==> src/rtl/register_file.sv <==
// 2**ADDR_W x DATA_W register file: two combinational read ports and one write port, R0 hardwired to 0.
// Defining REGISTER_FILE_BYPASS_EN forwards write data to same-index reads in the write cycle.
module register_file #(
    parameter int DATA_W = 16,
    parameter int ADDR_W = 4
) (
    input  logic              clk,
    input  logic              rst,
    input  logic [ADDR_W-1:0] SrcReg1,
    input  logic [ADDR_W-1:0] SrcReg2,
    input  logic [ADDR_W-1:0] DstReg,
    input  logic              WriteReg,
    input  logic [DATA_W-1:0] DstData,
    output logic [DATA_W-1:0] SrcData1,
    output logic [DATA_W-1:0] SrcData2
);

    localparam int NREGS = 2 ** ADDR_W;

    logic [DATA_W-1:0] regs_q [NREGS];
    logic [DATA_W-1:0] regs_d [NREGS];
    logic              wr_en;

    assign wr_en = WriteReg && (DstReg != '0);

    always_comb begin
        regs_d = regs_q;
        if (wr_en) begin
            regs_d[DstReg] = DstData;
        end
    end

    always_ff @(posedge clk or posedge rst) begin
        if (rst) begin
            for (int i = 0; i < NREGS; i++) begin
                regs_q[i] <= '0;
            end
        end else begin
            regs_q <= regs_d;
        end
    end

    // Reset and index 0 take priority over both storage and bypass.
    always_comb begin
        SrcData1 = '0;
        SrcData2 = '0;
        if (!rst) begin
            if (SrcReg1 != '0) begin
                SrcData1 = regs_q[SrcReg1];
`ifdef REGISTER_FILE_BYPASS_EN
                if (wr_en && (DstReg == SrcReg1)) begin
                    SrcData1 = DstData;
                end
`endif
            end
            if (SrcReg2 != '0) begin
                SrcData2 = regs_q[SrcReg2];
`ifdef REGISTER_FILE_BYPASS_EN
                if (wr_en && (DstReg == SrcReg2)) begin
                    SrcData2 = DstData;
                end
`endif
            end
        end
    end

endmodule

==> config.mk <==
export PLATFORM = sky130hd
export DESIGN_NAME = register_file
export DESIGN_NICKNAME = d
export VERILOG_FILES = /design/src/rtl/register_file.sv
export SDC_FILE = /design/constraint.sdc
export NUM_CORES = 1
export LEC_CHECK = 0
export ABC_CLOCK_PERIOD_IN_PS = 26500
export BUFFER_PORTS_ARGS = -buffer_cell sky130_fd_sc_hd__buf_2
export CORE_MARGIN = 1
export CORE_UTILIZATION = 55
export DETAILED_ROUTE_END_ITERATION = 8
export PLACE_DENSITY_LB_ADDON = 0.1
export SLEW_MARGIN = 30
export SYNTH_ARGS = -nofsm -noshare
export SYNTH_HDL_FRONTEND = slang
export SYNTH_SLANG_ARGS = --single-unit
==> constraint.sdc <==
create_clock -name clk -period 26.5 [get_ports clk]
set_input_delay 5.3 -clock clk [delete_from_list [all_inputs] [get_ports clk]]
set_output_delay 5.3 -clock clk [all_outputs]
set_load 0.05 [all_outputs]
**Word level (Yosys, flattened, before mapping)**

Index checks and enable logic that the tools add are counted.

- Reductions and logical operators: 5
- Bitwise gates (word level): 3
- Magnitude comparators: 4
- Mux-type cells: 13

Operator list:

| operator | number |
|---|---|
| $bwmux W256 | 1 |
| $mux W16 | 9 |
| $bmux W16 S4 | 2 |
| $demux W16 S4 | 1 |
| $ge A5 B5 Y1 const B | 3 |
| $not A4 Y5 | 3 |
| $reduce_bool A4 Y1 | 3 |
| $lt A5 B1 Y1 const B | 1 |
| $logic_and A1 B1 Y1 | 2 |

- Output and inout bits: 32
- Input bits: 31
- Logic and storage cells: 41
- Register bits after elaboration: 256

**Logic depth before layout (Yosys ltp)**

- Word-level depth: 6
- Mapped depth: 7
- Depth with buffers taken out: 4

**Least setup slack after synthesis**

Ideal clock, no wire load.

- Path kind: input to output
- From: input port rst
- To: output port SrcData1[0]
- Buffers on the path: 1
- Required time: 21.200 ns
- Stages: 4
- Slack: 7.162 ns
- Arrival: 14.038 ns
- Path through: clkbuf_2 inv_1 o311ai_0 o21ai_0

- Longest elaborated chain between the ends: 1

RTL lines:

| what | line | text |
|---|---|---|
| start: declaration | 8 | `input logic rst,` |
| $mux W16 | 47 | `if (!rst) begin` |
| end: declaration | 14 | `output logic [DATA_W-1:0] SrcData1,` |

Every way passes these cells.

**Worst setup path after layout**

- From: input port SrcReg1[0]
- To: output port SrcData1[6]

- Longest elaborated chain between the ends: 6
- Elaborated cells between the ends (all ways): 7
- Classes of those cells: 5 x mux; 1 x bitwise; 1 x reduce/logical

RTL lines:

| what | line | text |
|---|---|---|
| start: declaration | 9 | `input logic [ADDR_W-1:0] SrcReg1,` |
| $not A4 Y5 (implied by the code) | 49 | `SrcData1 = regs_q[SrcReg1];` |
| $bmux W16 S4 | 49 |  |
| $mux W16 (implied by the code) (2 in series) | 49 |  |
| $mux W16 (*) | 48 | `if (SrcReg1 != '0) begin` |
| $mux W16 (*) | 47 |  |

Every way passes the cells marked *; elsewhere a longest branch is shown, timed or not. The select of a mux whose other input is x is not followed.

==> results.tsv <==
stage	metric	value	unit
final_layout	largest_reg_flops	256	
timing	max_freq	76.24	MHz
worst_hold_path	holdCritPathClass	flop to flop	
grt	overflow	0	
worst_setup_path	worst-endpoint-required	21200	ps
timing	period_share	0.4949	
routing	routed-wl-met2	18540	um
grt	antenna_found_initial	2	
synthesis	synth.net_count	908	
timing	fin_crit	13120	ps
routing	drt.antenna.violating_nets	0	
timing	setup_violations	0	
power_and_ir_drop	power.leakage	6.283	nW
synthesis	yosysSeqAreaShare	0.4804	
cts	cts_sinks	256	
die	core	23610	um2
timing	report.final.slew_viol_count	0	
worst_setup_path	path_class	primary input to primary output	
routing	drt_iter0_markers	547	
placement	dpl.cell_count	1186	
timing	finClkSkew	0	ps
die	rows	56	
cts	cts_tree	yes	
timing	hold_violations	0	
timing	rsz0062_at_grt	false	
worst_setup_path	end_kind	primary output	
die	die_h	157.7	um
final_layout	drive_gt1_frac	0.5671	
flow_run	drv_cap	0	
final_layout	nets	929	
final_layout	stdcell_count	1238	
timing	fin_setup_tns	0	ps
final_layout	fin_util	0.6248	
synthesis	mappedNetlistArea	13340	um2
timing	worst_pin_slew	883.2	ps
die	dieWidth	157.7	um
final_layout	top_regs	regs_q (256)	
routing	route.detailed.drc	0	
synthesis	synth.area.top_cells	dfrtp_1 (48%), mux2_2 (22%), mux4_2 (18%), a22oi_1 (2.6%), mux2i_1 (1.5%)	
routing	firstDrtPassIters	5	
routing	routed_wl	36770	um
grt	grt_pass1_wl	57100	um
synthesis	syn-instance-count	877	
worst_setup_path	start_kind	primary input	
synthesis	yosys.cell_types.count	32	
timing	slew_headroom	0.4112	
cts	cts_inserted_buffers	29	
cts	cts_max_level	1	
die	pin_count	63	
cts	postCtsHoldBufs	0	
cts	cts_post_setup_buffers_inserted	0	
power_and_ir_drop	power.density	82.26	nW/um2
placement	place.port_buffers	62	
final_layout	area_growth	10.64	%
final_layout	largest-register	regs_q	
placement	hpwl	22790	um
worst_setup_path	worst-path-max-fanout	41	
power_and_ir_drop	worst_ir_drop_vdd	0.05843	mV
final_layout	final.fill_count	1735	
worst_setup_path	arrival	7820	ps
cts	root_buffer	clkbuf_16	
cts	cts_resized	0	
grt	grt_max_degree	114	
status	status	complete, no violations	
die	start_util	0.5648	
synthesis	synth.top_cell.area_share	0.4804	
routing	met1Wirelength	14570	um
routing	top_layer_used	met4	
die	dieArea	24870	um2
routing	vias_per_cell	6.681	
synthesis	yosys_warnings	0	
synthesis	synth_seq_cells	256	
synthesis	postSynthAreaPerCell	15.21	um2
routing	wl_per_cell	29.70	um
routing	vias	8271	
grt	grt_use_total	0.3173	
placement	place_congestion	0.8019	
cts	clock_path_buffers	3	
synthesis	synth.largest_area_cell	dfrtp_1	
routing	wl_met3	1935	um
cts	clk_pin_slew	60	ps
cts	clock_latency	540	ps
grt	grt_pass1_vias	9090	
-- power by group --
group / switching, W / total (W) / leakage [nW] / internal [W]
Sequential: 0.0000656 / 0.000543 / 3.17 / 0.000477
Combinational: 0.000120 / 0.000274 / 2.65 / 0.000154
Clock: 0.000161 / 0.000397 / 0.464 / 0.000236
Total: 0.000347 / 0.00121 / 6.28 / 0.000867
-- Yosys cell counts --
cell type	instances
nor3b_1	1
nor3_1	2
a311oi_1	1
nor2b_1	2
mux2_2	257
buf_2	39
a22o_1	16
clkbuf_2	1
or3_1	3
nand3b_1	2
nand2_1	20
nand2b_1	4
o22a_1	1
nor2_1	5
nor2_2	6
dfrtp_1	256
buf_6	2
nor3b_2	2
buf_8	2
buf_1	3
nand3_1	3
nand4_1	1
and3_1	2
buf_4	9
o21ai_0	16
mux4_2	109
a22oi_1	47
mux2i_1	20
o311ai_0	1
clkbuf_1	41
o2111ai_1	1
inv_1	2
-- final cells by class --
type                    count  area, um2  share of cell area
diodes                      2      5.005           0.0003392
inverters                   2      15.01            0.001018
multi-input cells         522       6476              0.4389
well taps                 319      399.1             0.02705
clock buffers              39      823.3             0.05580
clock inverters            11      120.1            0.008141
repair buffers             87      509.2             0.03451
flip-flops and latches    256       6406              0.4342
-- critical path: stages --
cell	delay [ps]
buf_4	450
buf_4	740
mux4_2	590
a22oi_1	190
o21ai_0	210
buf_2	280
-- cells by family after synthesis --
logic type      Yosys count  share of synthesized area
buf+inv                  99                    0.03697
compound gates           83                    0.04560
flops                   256                     0.4804
mux                     386                     0.4161
simple gates             53                    0.02092
-- final timing paths --
check | from | end | slack (ps) | cells after the start
max | SrcReg1[0] | SrcData1[6] | 13380 | 6
min | regs_q[242] | regs_q[242] | 370 | 0
max reg2reg | regs_q[147] | regs_q[147] | 25690 | 1
min reg2reg | regs_q[242] | regs_q[242] | 370 | 0
max in group asynchronous | rst | regs_q[30] | 19510 | 4
min in group asynchronous | rst | regs_q[144] | 4980 | 2
-- cell usage in the layout, fill, tap and decap left out, types with 9 or more instances in the layout --
master and instances:
mux2_2 257, dfrtp_1 256, mux2i_1 20, buf_4 27, nand2_1 20, a22o_1 16, buf_2 59, a22oi_1 47
o21ai_0 16, mux4_2 109, nor2_2 9, clkbuf_16 29
-- metal layers --
metal / track usage / up-vias
met5: 0 / -
met4: 0.1479 / 0
met3: 0.04681 / 113
met2: 0.5303 / 306
met1: 0.4103 / 4431
li1: - / 3421
-- per-stage QoR --
step / setup WS [ps] / hold WS [ps] / instance area, um2 / total power [W]
final: 13380 / 374.4 / 14750 / 0.001214
after global routing: 13250 / 385.0 / 14750 / 0.001264
after CTS: 13350 / 376.5 / 14750 / 0.001218
after detailed placement: 13360 / 363.5 / 13800 / 0.0008196
after global placement: 13310 / 361.4 / 13790 / 0.0008003
after floorplan: 7162 / 424.6 / 13340 / 0.0007453
No activity file was read; power rests on OpenSTA's default activity.
